## config.mk

```make
export PLATFORM = sky130hd
export DESIGN_NAME = rc4_prga_decrypt_flat
export DESIGN_NICKNAME = d
export VERILOG_FILES = /design/src/rtl/rc4_pkg.sv /design/src/rtl/rc4_prga_decrypt_if.sv /design/src/rtl/rc4_prga_decrypt.sv /design/src/flat_wrapper.sv
export SDC_FILE = /design/constraint.sdc
export NUM_CORES = 1
export LEC_CHECK = 0
export CAP_MARGIN = 20
export CORE_UTILIZATION = 30
export DETAILED_ROUTE_END_ITERATION = 10
export HOLD_SLACK_MARGIN = 0.03
export PLACE_DENSITY = 0.51
export SYNTH_ARGS = -nofsm -noshare
export SYNTH_HDL_FRONTEND = slang
export SYNTH_SLANG_ARGS = --single-unit
```

## constraint.sdc

```tcl
create_clock -name clk -period 2.49 [get_ports clk]
set_input_delay 0.498 -clock clk [delete_from_list [all_inputs] [get_ports clk]]
set_output_delay 0.498 -clock clk [all_outputs]
set_load 0.01 [all_outputs]
```

## src/rtl/rc4_pkg.sv

```systemverilog
// Shared types for the RC4 PRGA decrypt stage: byte type, S-box depth,
// the PRGA state encoding and the plaintext character rule.
package rc4_pkg;

  typedef logic [7:0] byte_t;

  localparam int S_DEPTH = 256;

  typedef enum logic [3:0] {
    IDLE,
    READ_I,
    WAIT_I,
    READ_J,
    WAIT_J,
    WRITE_I,
    WRITE_J,
    READ_F,
    WAIT_F,
    WRITE_OUT,
    DONE
  } prga_state_t;

  // Acceptable plaintext for key search: lowercase letters or space
  function automatic logic is_plain_char(byte_t b);
    return ((b >= 8'h61) && (b <= 8'h7A)) || (b == 8'h20);
  endfunction

endpackage

```

## src/rtl/rc4_prga_decrypt_if.sv

```systemverilog
// Bus between the PRGA decrypt FSM and its surroundings: start/done control,
// the S memory port, the ciphertext ROM port and the plaintext RAM port.
// master = the PRGA engine, slave = the controller and memories.
interface rc4_prga_decrypt_if #(
  parameter int MSG_AW = 5
);
  import rc4_pkg::*;

  logic              start;
  logic              done;
  logic              bad_char;
  byte_t             s_addr;
  byte_t             s_wdata;
  logic              s_wren;
  byte_t             s_q;
  logic [MSG_AW-1:0] rom_addr;
  byte_t             rom_q;
  logic [MSG_AW-1:0] out_addr;
  byte_t             out_data;
  logic              out_wren;

  modport master (
    input  start, s_q, rom_q,
    output done, bad_char, s_addr, s_wdata, s_wren,
           rom_addr, out_addr, out_data, out_wren
  );

  modport slave (
    output start, s_q, rom_q,
    input  done, bad_char, s_addr, s_wdata, s_wren,
           rom_addr, out_addr, out_data, out_wren
  );

endinterface

```

## src/rtl/rc4_prga_decrypt.sv

```systemverilog
// RC4 PRGA decrypt engine. Walks the shuffled S memory, swaps S[i]/S[j],
// fetches the keystream byte S[S[i]+S[j]], XORs it with the ciphertext ROM
// and writes plaintext out; nine single-cycle states per message byte.
// Optional feature macro: RC4_PRGA_CHAR_CHECK_EN -- abort to DONE with
// bad_char set as soon as a decrypted byte is not 'a'..'z' or space.
module rc4_prga_decrypt
  import rc4_pkg::*;
#(
  parameter int MSG_LEN = 32,
  parameter int MSG_AW  = 5
) (
  input  logic               clk,
  input  logic               reset_n,
  rc4_prga_decrypt_if.master bus
);

  localparam logic [MSG_AW-1:0] K_LAST = MSG_AW'(MSG_LEN - 1);

  prga_state_t       state;
  byte_t             i, j, si, sj;
  logic [MSG_AW-1:0] k;

  byte_t             s_addr_q, s_wdata_q, out_data_q;
  logic              s_wren_q, out_wren_q, done_q;
  logic [MSG_AW-1:0] rom_addr_q, out_addr_q;
  logic              char_bad;

`ifdef RC4_PRGA_CHAR_CHECK_EN
  logic bad_q;
  assign char_bad     = !is_plain_char(out_data_q);
  assign bus.bad_char = bad_q;
`else
  assign char_bad     = 1'b0;
  assign bus.bad_char = 1'b0;
`endif

  assign bus.done     = done_q;
  assign bus.s_addr   = s_addr_q;
  assign bus.s_wdata  = s_wdata_q;
  assign bus.s_wren   = s_wren_q;
  assign bus.rom_addr = rom_addr_q;
  assign bus.out_addr = out_addr_q;
  assign bus.out_data = out_data_q;
  assign bus.out_wren = out_wren_q;

  // PRGA sequencer: each state sets the registered memory outputs for the next one
  always_ff @(posedge clk) begin
    if (!reset_n) begin
      state      <= IDLE;
      i          <= '0;
      j          <= '0;
      k          <= '0;
      si         <= '0;
      sj         <= '0;
      s_addr_q   <= '0;
      s_wdata_q  <= '0;
      s_wren_q   <= 1'b0;
      rom_addr_q <= '0;
      out_addr_q <= '0;
      out_data_q <= '0;
      out_wren_q <= 1'b0;
      done_q     <= 1'b0;
`ifdef RC4_PRGA_CHAR_CHECK_EN
      bad_q      <= 1'b0;
`endif
    end else begin
      s_wren_q   <= 1'b0;
      out_wren_q <= 1'b0;
      case (state)
        IDLE, DONE: begin
          if (bus.start) begin
            state    <= READ_I;
            i        <= 8'd1;
            j        <= '0;
            k        <= '0;
            s_addr_q <= 8'd1;
            done_q   <= 1'b0;
`ifdef RC4_PRGA_CHAR_CHECK_EN
            bad_q    <= 1'b0;
`endif
          end
        end
        READ_I: state <= WAIT_I;
        WAIT_I: begin
          si       <= bus.s_q;
          j        <= j + bus.s_q;
          s_addr_q <= j + bus.s_q;
          state    <= READ_J;
        end
        READ_J: state <= WAIT_J;
        WAIT_J: begin
          sj        <= bus.s_q;
          s_addr_q  <= i;
          s_wdata_q <= bus.s_q;
          s_wren_q  <= 1'b1;
          state     <= WRITE_I;
        end
        WRITE_I: begin
          s_addr_q  <= j;
          s_wdata_q <= si;
          s_wren_q  <= 1'b1;
          state     <= WRITE_J;
        end
        WRITE_J: begin
          s_addr_q   <= si + sj;
          rom_addr_q <= k;
          state      <= READ_F;
        end
        READ_F: state <= WAIT_F;
        WAIT_F: begin
          out_addr_q <= k;
          out_data_q <= bus.s_q ^ bus.rom_q;
          out_wren_q <= 1'b1;
          state      <= WRITE_OUT;
        end
        WRITE_OUT: begin
          if (char_bad || (k == K_LAST)) begin
            state  <= DONE;
            done_q <= 1'b1;
`ifdef RC4_PRGA_CHAR_CHECK_EN
            bad_q  <= char_bad;
`endif
          end else begin
            k        <= k + MSG_AW'(1);
            i        <= i + 8'd1;
            s_addr_q <= i + 8'd1;
            state    <= READ_I;
          end
        end
        default: state <= IDLE;
      endcase
    end
  end

endmodule

```

## src/flat_wrapper.sv

```systemverilog
// flat-port wrapper written by rule: the top's interface ports become plain ports
module rc4_prga_decrypt_flat import rc4_pkg::*;
#(
  parameter int MSG_LEN = 32,
  parameter int MSG_AW  = 5
)
  (clk, reset_n, bus_start, bus_s_q, bus_rom_q, bus_done, bus_bad_char, bus_s_addr, bus_s_wdata, bus_s_wren, bus_rom_addr, bus_out_addr, bus_out_data, bus_out_wren);
  rc4_prga_decrypt_if #(.MSG_AW(MSG_AW)) bus_i ();
  input  logic clk;
  input  logic reset_n;
  input wire logic [$bits(bus_i.start)-1:0] bus_start;
  input wire logic [$bits(bus_i.s_q)-1:0] bus_s_q;
  input wire logic [$bits(bus_i.rom_q)-1:0] bus_rom_q;
  output wire logic [$bits(bus_i.done)-1:0] bus_done;
  output wire logic [$bits(bus_i.bad_char)-1:0] bus_bad_char;
  output wire logic [$bits(bus_i.s_addr)-1:0] bus_s_addr;
  output wire logic [$bits(bus_i.s_wdata)-1:0] bus_s_wdata;
  output wire logic [$bits(bus_i.s_wren)-1:0] bus_s_wren;
  output wire logic [$bits(bus_i.rom_addr)-1:0] bus_rom_addr;
  output wire logic [$bits(bus_i.out_addr)-1:0] bus_out_addr;
  output wire logic [$bits(bus_i.out_data)-1:0] bus_out_data;
  output wire logic [$bits(bus_i.out_wren)-1:0] bus_out_wren;
  assign bus_i.start = bus_start;
  assign bus_i.s_q = bus_s_q;
  assign bus_i.rom_q = bus_rom_q;
  assign bus_done = bus_i.done;
  assign bus_bad_char = bus_i.bad_char;
  assign bus_s_addr = bus_i.s_addr;
  assign bus_s_wdata = bus_i.s_wdata;
  assign bus_s_wren = bus_i.s_wren;
  assign bus_rom_addr = bus_i.rom_addr;
  assign bus_out_addr = bus_i.out_addr;
  assign bus_out_data = bus_i.out_data;
  assign bus_out_wren = bus_i.out_wren;
  rc4_prga_decrypt #(.MSG_LEN(MSG_LEN), .MSG_AW(MSG_AW)) u_core (.clk(clk), .reset_n(reset_n), .bus(bus_i));
endmodule
```

==> results.json <==
{
  "status": "finished clean",
  "gp_congestion": 0.889,
  "crit_family": "adder cells",
  "dieWidth_um": 120,
  "final_hold_viol_count": 0,
  "max_stage_delay_ns": 0.46,
  "drt-pass1-iter-count": 5,
  "netSwitchingFraction_pct": 29.8,
  "p_per_area_nw_per_um2": 705,
  "detail_route.wl_per_cell_um": 15.7,
  "clkTransAtPathRegs_ns": 0.06,
  "finalSetupViolCount": 0,
  "worstHoldStart": "u_core.bus.rom_addr[3]",
  "wl_mm": 11.9,
  "timing.hold.ws_ns": 0.455,
  "synth_ff_type": "dfxtp_1",
  "grt_pass1_vias": 3667,
  "hold_class": "reg2reg",
  "fp.dieH_um": 120,
  "arrival_ns": 2.52,
  "clkSinkCount": 78,
  "grt_start_max_net_pins": 30,
  "path_max_fanout": 2,
  "cts_resized": 0,
  "place_ws_ns": -0.178,
  "tritoncts": "built",
  "syn-num-nets": 538,
  "antenna_cells": 0,
  "maxCapViolations": 0,
  "n_fill_cell": 1358,
  "rsz0062_at_grt": "no",
  "coreArea_um2": 13500,
  "slew_violations": 0,
  "hold_path_depth": 2,
  "share_clk_of_total_power_pct": 37.0,
  "grt_pass1_wl_mm": 19.3,
  "reg2regPathDepth": 8,
  "finalCritPeriodShare_pct": 92.4,
  "std_cell_rows": 42,
  "cts_setup_buffers": 0,
  "num_io_pins": 57,
  "synth-seq-cells": 78,
  "die_area_um2": 14500,
  "cts_inserted_buffers": 9,
  "start_kind": "input pin",
  "drc_errors": 0,
  "port_buffers": 55,
  "dp_hpwl_mm": 8.80,
  "avgSynthCellArea_um2": 8.42,
  "p_seq_share_pct": 37.3,
  "overflow": 0,
  "final_nets": 615,
  "crit_buf_inv": 2,
  "ys_warn_count": 0,
  "endpoint_kind": "flop",
  "syn-instance-count": 500,
  "fmax_mhz": 435,
  "hold_end": "u_core.bus.rom_addr[3]",
  "syn_area_um2": 4210,
  "intPower_w": 0.00272,
  "async_reset_ff_share_pct": 0,
  "r2r-start": "u_core.k[0]",
  "vdd_drop_max_uv": 361,
  "cts.htree.levels": 3,
  "fin_worst_skew_ns": 0.00406,
  "root_buffer": "clkbuf_16",
  "worstPathRequired_ns": 2.71,
  "p_leak_nw": 2.06,
  "fin_ws_ns": 0.190,
  "dr.first_iter.drc_count": 218,
  "vias": 3871,
  "period_needed_ns": 2.30,
  "combPwrFrac_pct": 25.7,
  "yosysSeqAreaShare_pct": 37.1,
  "drive_above_1_share_pct": 13.2,
  "critPathKind": "in2reg",
  "initial_core_util_pct": 31.3,
  "r2r_slack_ns": 0.23,
  "power.switching_w": 0.00116,
  "cts_hold_buffers": 0,
  "area_delta_synth_final_pct": 30.8,
  "grt_use_total_pct": 17.0,
  "clk_latency_ns": 0.34,
  "antenna_found_initial": 0,
  "vias_per_cell": 5.11,
  "rr_endpoint": "u_core.bus.s_addr[5]",
  "yosysUniqueCellTypes": 59,
  "cp_cell_sequence": "clkdlybuf4s50_1 > ha_1 > fa_1 > buf_4 > a21o_1 > a211oi_2 > nor3_2 > a21oi_1 > a221oi_1",
  "worst_path_max_delay_cell": "clkdlybuf4s50_1",
  "clock_path_buffers": 2,
  "synth-edff-count": 0,
  "drtAntennaViolNets": 0
}
synthesized netlist by cell type, drive strengths merged (7+ instances only):
master / instances / area, um2
a211oi: 27 / 203
a21oi: 45 / 229
and3: 9 / 56.3
buf: 19 / 96.3
clkbuf: 12 / 45.0
dfxtp: 78 / 1560
ha: 17 / 213
inv: 8 / 30.0
mux2i: 16 / 160
nand2: 67 / 251
nand2b: 7 / 43.8
nand3: 16 / 80.1
nor2: 43 / 161
nor3: 9 / 50.1
o21ai: 16 / 80.1
xnor2: 16 / 140
area by class of cell:
class / count / area, um2 / share of cell area [%]
inverter: 8 / 30.0 / 0.545
sequential: 78 / 1560 / 28.4
clock inverter: 5 / 82.6 / 1.50
clock buffer: 11 / 243 / 4.41
tap: 176 / 220 / 4.00
multi-input combinational: 383 / 2500 / 45.5
timing repair buffer: 97 / 866 / 15.7
per-stage QoR:
| step | area, um2 | TNS, ns | std cells | total power (W) | utilization [%] |
|---|---|---|---|---|---|
| global route | 5510 | 0 | 758 | 0.00407 | 40.9 |
| CTS | 5490 | 0 | 758 | 0.00390 | 40.8 |
| finish | 5510 | 0 | 758 | 0.00388 | 40.9 |
| detailed placement | 5160 | -0.752 | 742 | 0.00246 | 38.4 |
| floorplan | 4210 | 0 | 500 | 0.00204 | - |
| global placement | 5160 | -0.499 | 742 | 0.00245 | 38.4 |
per-layer routing:
metal	GRT usage (%)	vias to the layer above	share of wire, %
met5	0	-	0
met4	6.71	0	1.5
met3	2.50	11	3.5
met2	25.9	81	43
met1	24.1	1821	52
li1	-	1958	-
worst max-delay path by stage:
| stage | slack [ns] | depth (start not counted) | from | to |
|---|---|---|---|---|
| detailed placement | -0.18 | 8 | bus_s_q[0] | u_core.bus.s_addr[4] |
| CTS | 0.15 | 8 | bus_s_q[0] | u_core.bus.s_addr[4] |
| floorplan | 0.30 | 9 | u_core.k[0] | u_core.bus.s_addr[5] |
| finish | 0.19 | 9 | bus_s_q[0] | u_core.bus.s_addr[4] |
| global placement | -0.13 | 8 | bus_s_q[0] | u_core.bus.s_addr[4] |
| global route | 0.04 | 8 | bus_s_q[0] | u_core.bus.s_addr[4] |
logic make-up (layout without fill, tap and decap cells):
| family | after synthesis | in the layout | synth area share, % |
|---|---|---|---|
| xor gates and xnor gates | 22 | 22 | 4.58 |
| muxes | 21 | 21 | 5.14 |
| DFF | 78 | 78 | 37.1 |
| buffers and inverters | 39 | 121 | 4.07 |
| adders and majority gates | 20 | 20 | 6.24 |
| and+or+nand+nor | 182 | 182 | 21.3 |
| AOI/OAI and AO/OA | 137 | 137 | 21.5 |
| other | 1 | 1 | 0.0891 |
state kept, by name, indices dropped and copies added, names as in the netlist:
| register | cells |
|---|---|
| u_core.bus.s_wren | 1 |
| u_core.bus.rom_addr | 5 |
| u_core.bus.s_addr | 8 |
| u_core.bus.out_data | 8 |
| u_core.k | 5 |
| u_core.bus.done | 1 |
| u_core.bus.out_wren | 1 |
| u_core.si | 8 |
| u_core.bus.s_wdata | 8 |
| u_core.sj | 8 |
| u_core.i | 8 |
| u_core.j | 8 |
| u_core.bus.out_addr | 5 |
| u_core.state | 4 |
worst min-delay path, stage by stage (launching register included):
cell	delay, ns
dfxtp_1	0.31
nand2_1	0.05
a21oi_1	0.05
power by group through the flow:
| stage | registers [W] | logic, W | clock network (W) |
|---|---|---|---|
| floorplan | 0.00146 | 0.000585 | 0 |
| global placement | 0.00147 | 0.000980 | 0 |
| detailed placement | 0.00147 | 0.000987 | 0 |
| CTS | 0.00145 | 0.000994 | 0.00146 |
| global route | 0.00146 | 0.00110 | 0.00152 |
| finish | 0.00145 | 0.000999 | 0.00144 |
cells in the final DEF, fill, tap and decap left out, types with 4 or more instances in the layout:
master / instances
nand3_1: 16
ha_1: 17
inv_1: 7
mux2_2: 5
a211oi_1: 26
o21ai_0: 16
a21boi_0: 4
a21o_1: 5
a311oi_1: 4
nor3_1: 7
o21a_1: 5
dfxtp_1: 78
and2_1: 5
a31oi_1: 4
buf_4: 42
xnor2_1: 16
and3_1: 9
nor2_1: 43
a22oi_1: 6
a21oi_1: 44
clkbuf_16: 9
nor2b_1: 4
clkdlybuf4s50_1: 55
a221oi_1: 5
nand2_1: 67
nand2b_1: 7
mux2i_1: 16
xor2_1: 6
Power figures use the tool's default switching activity.
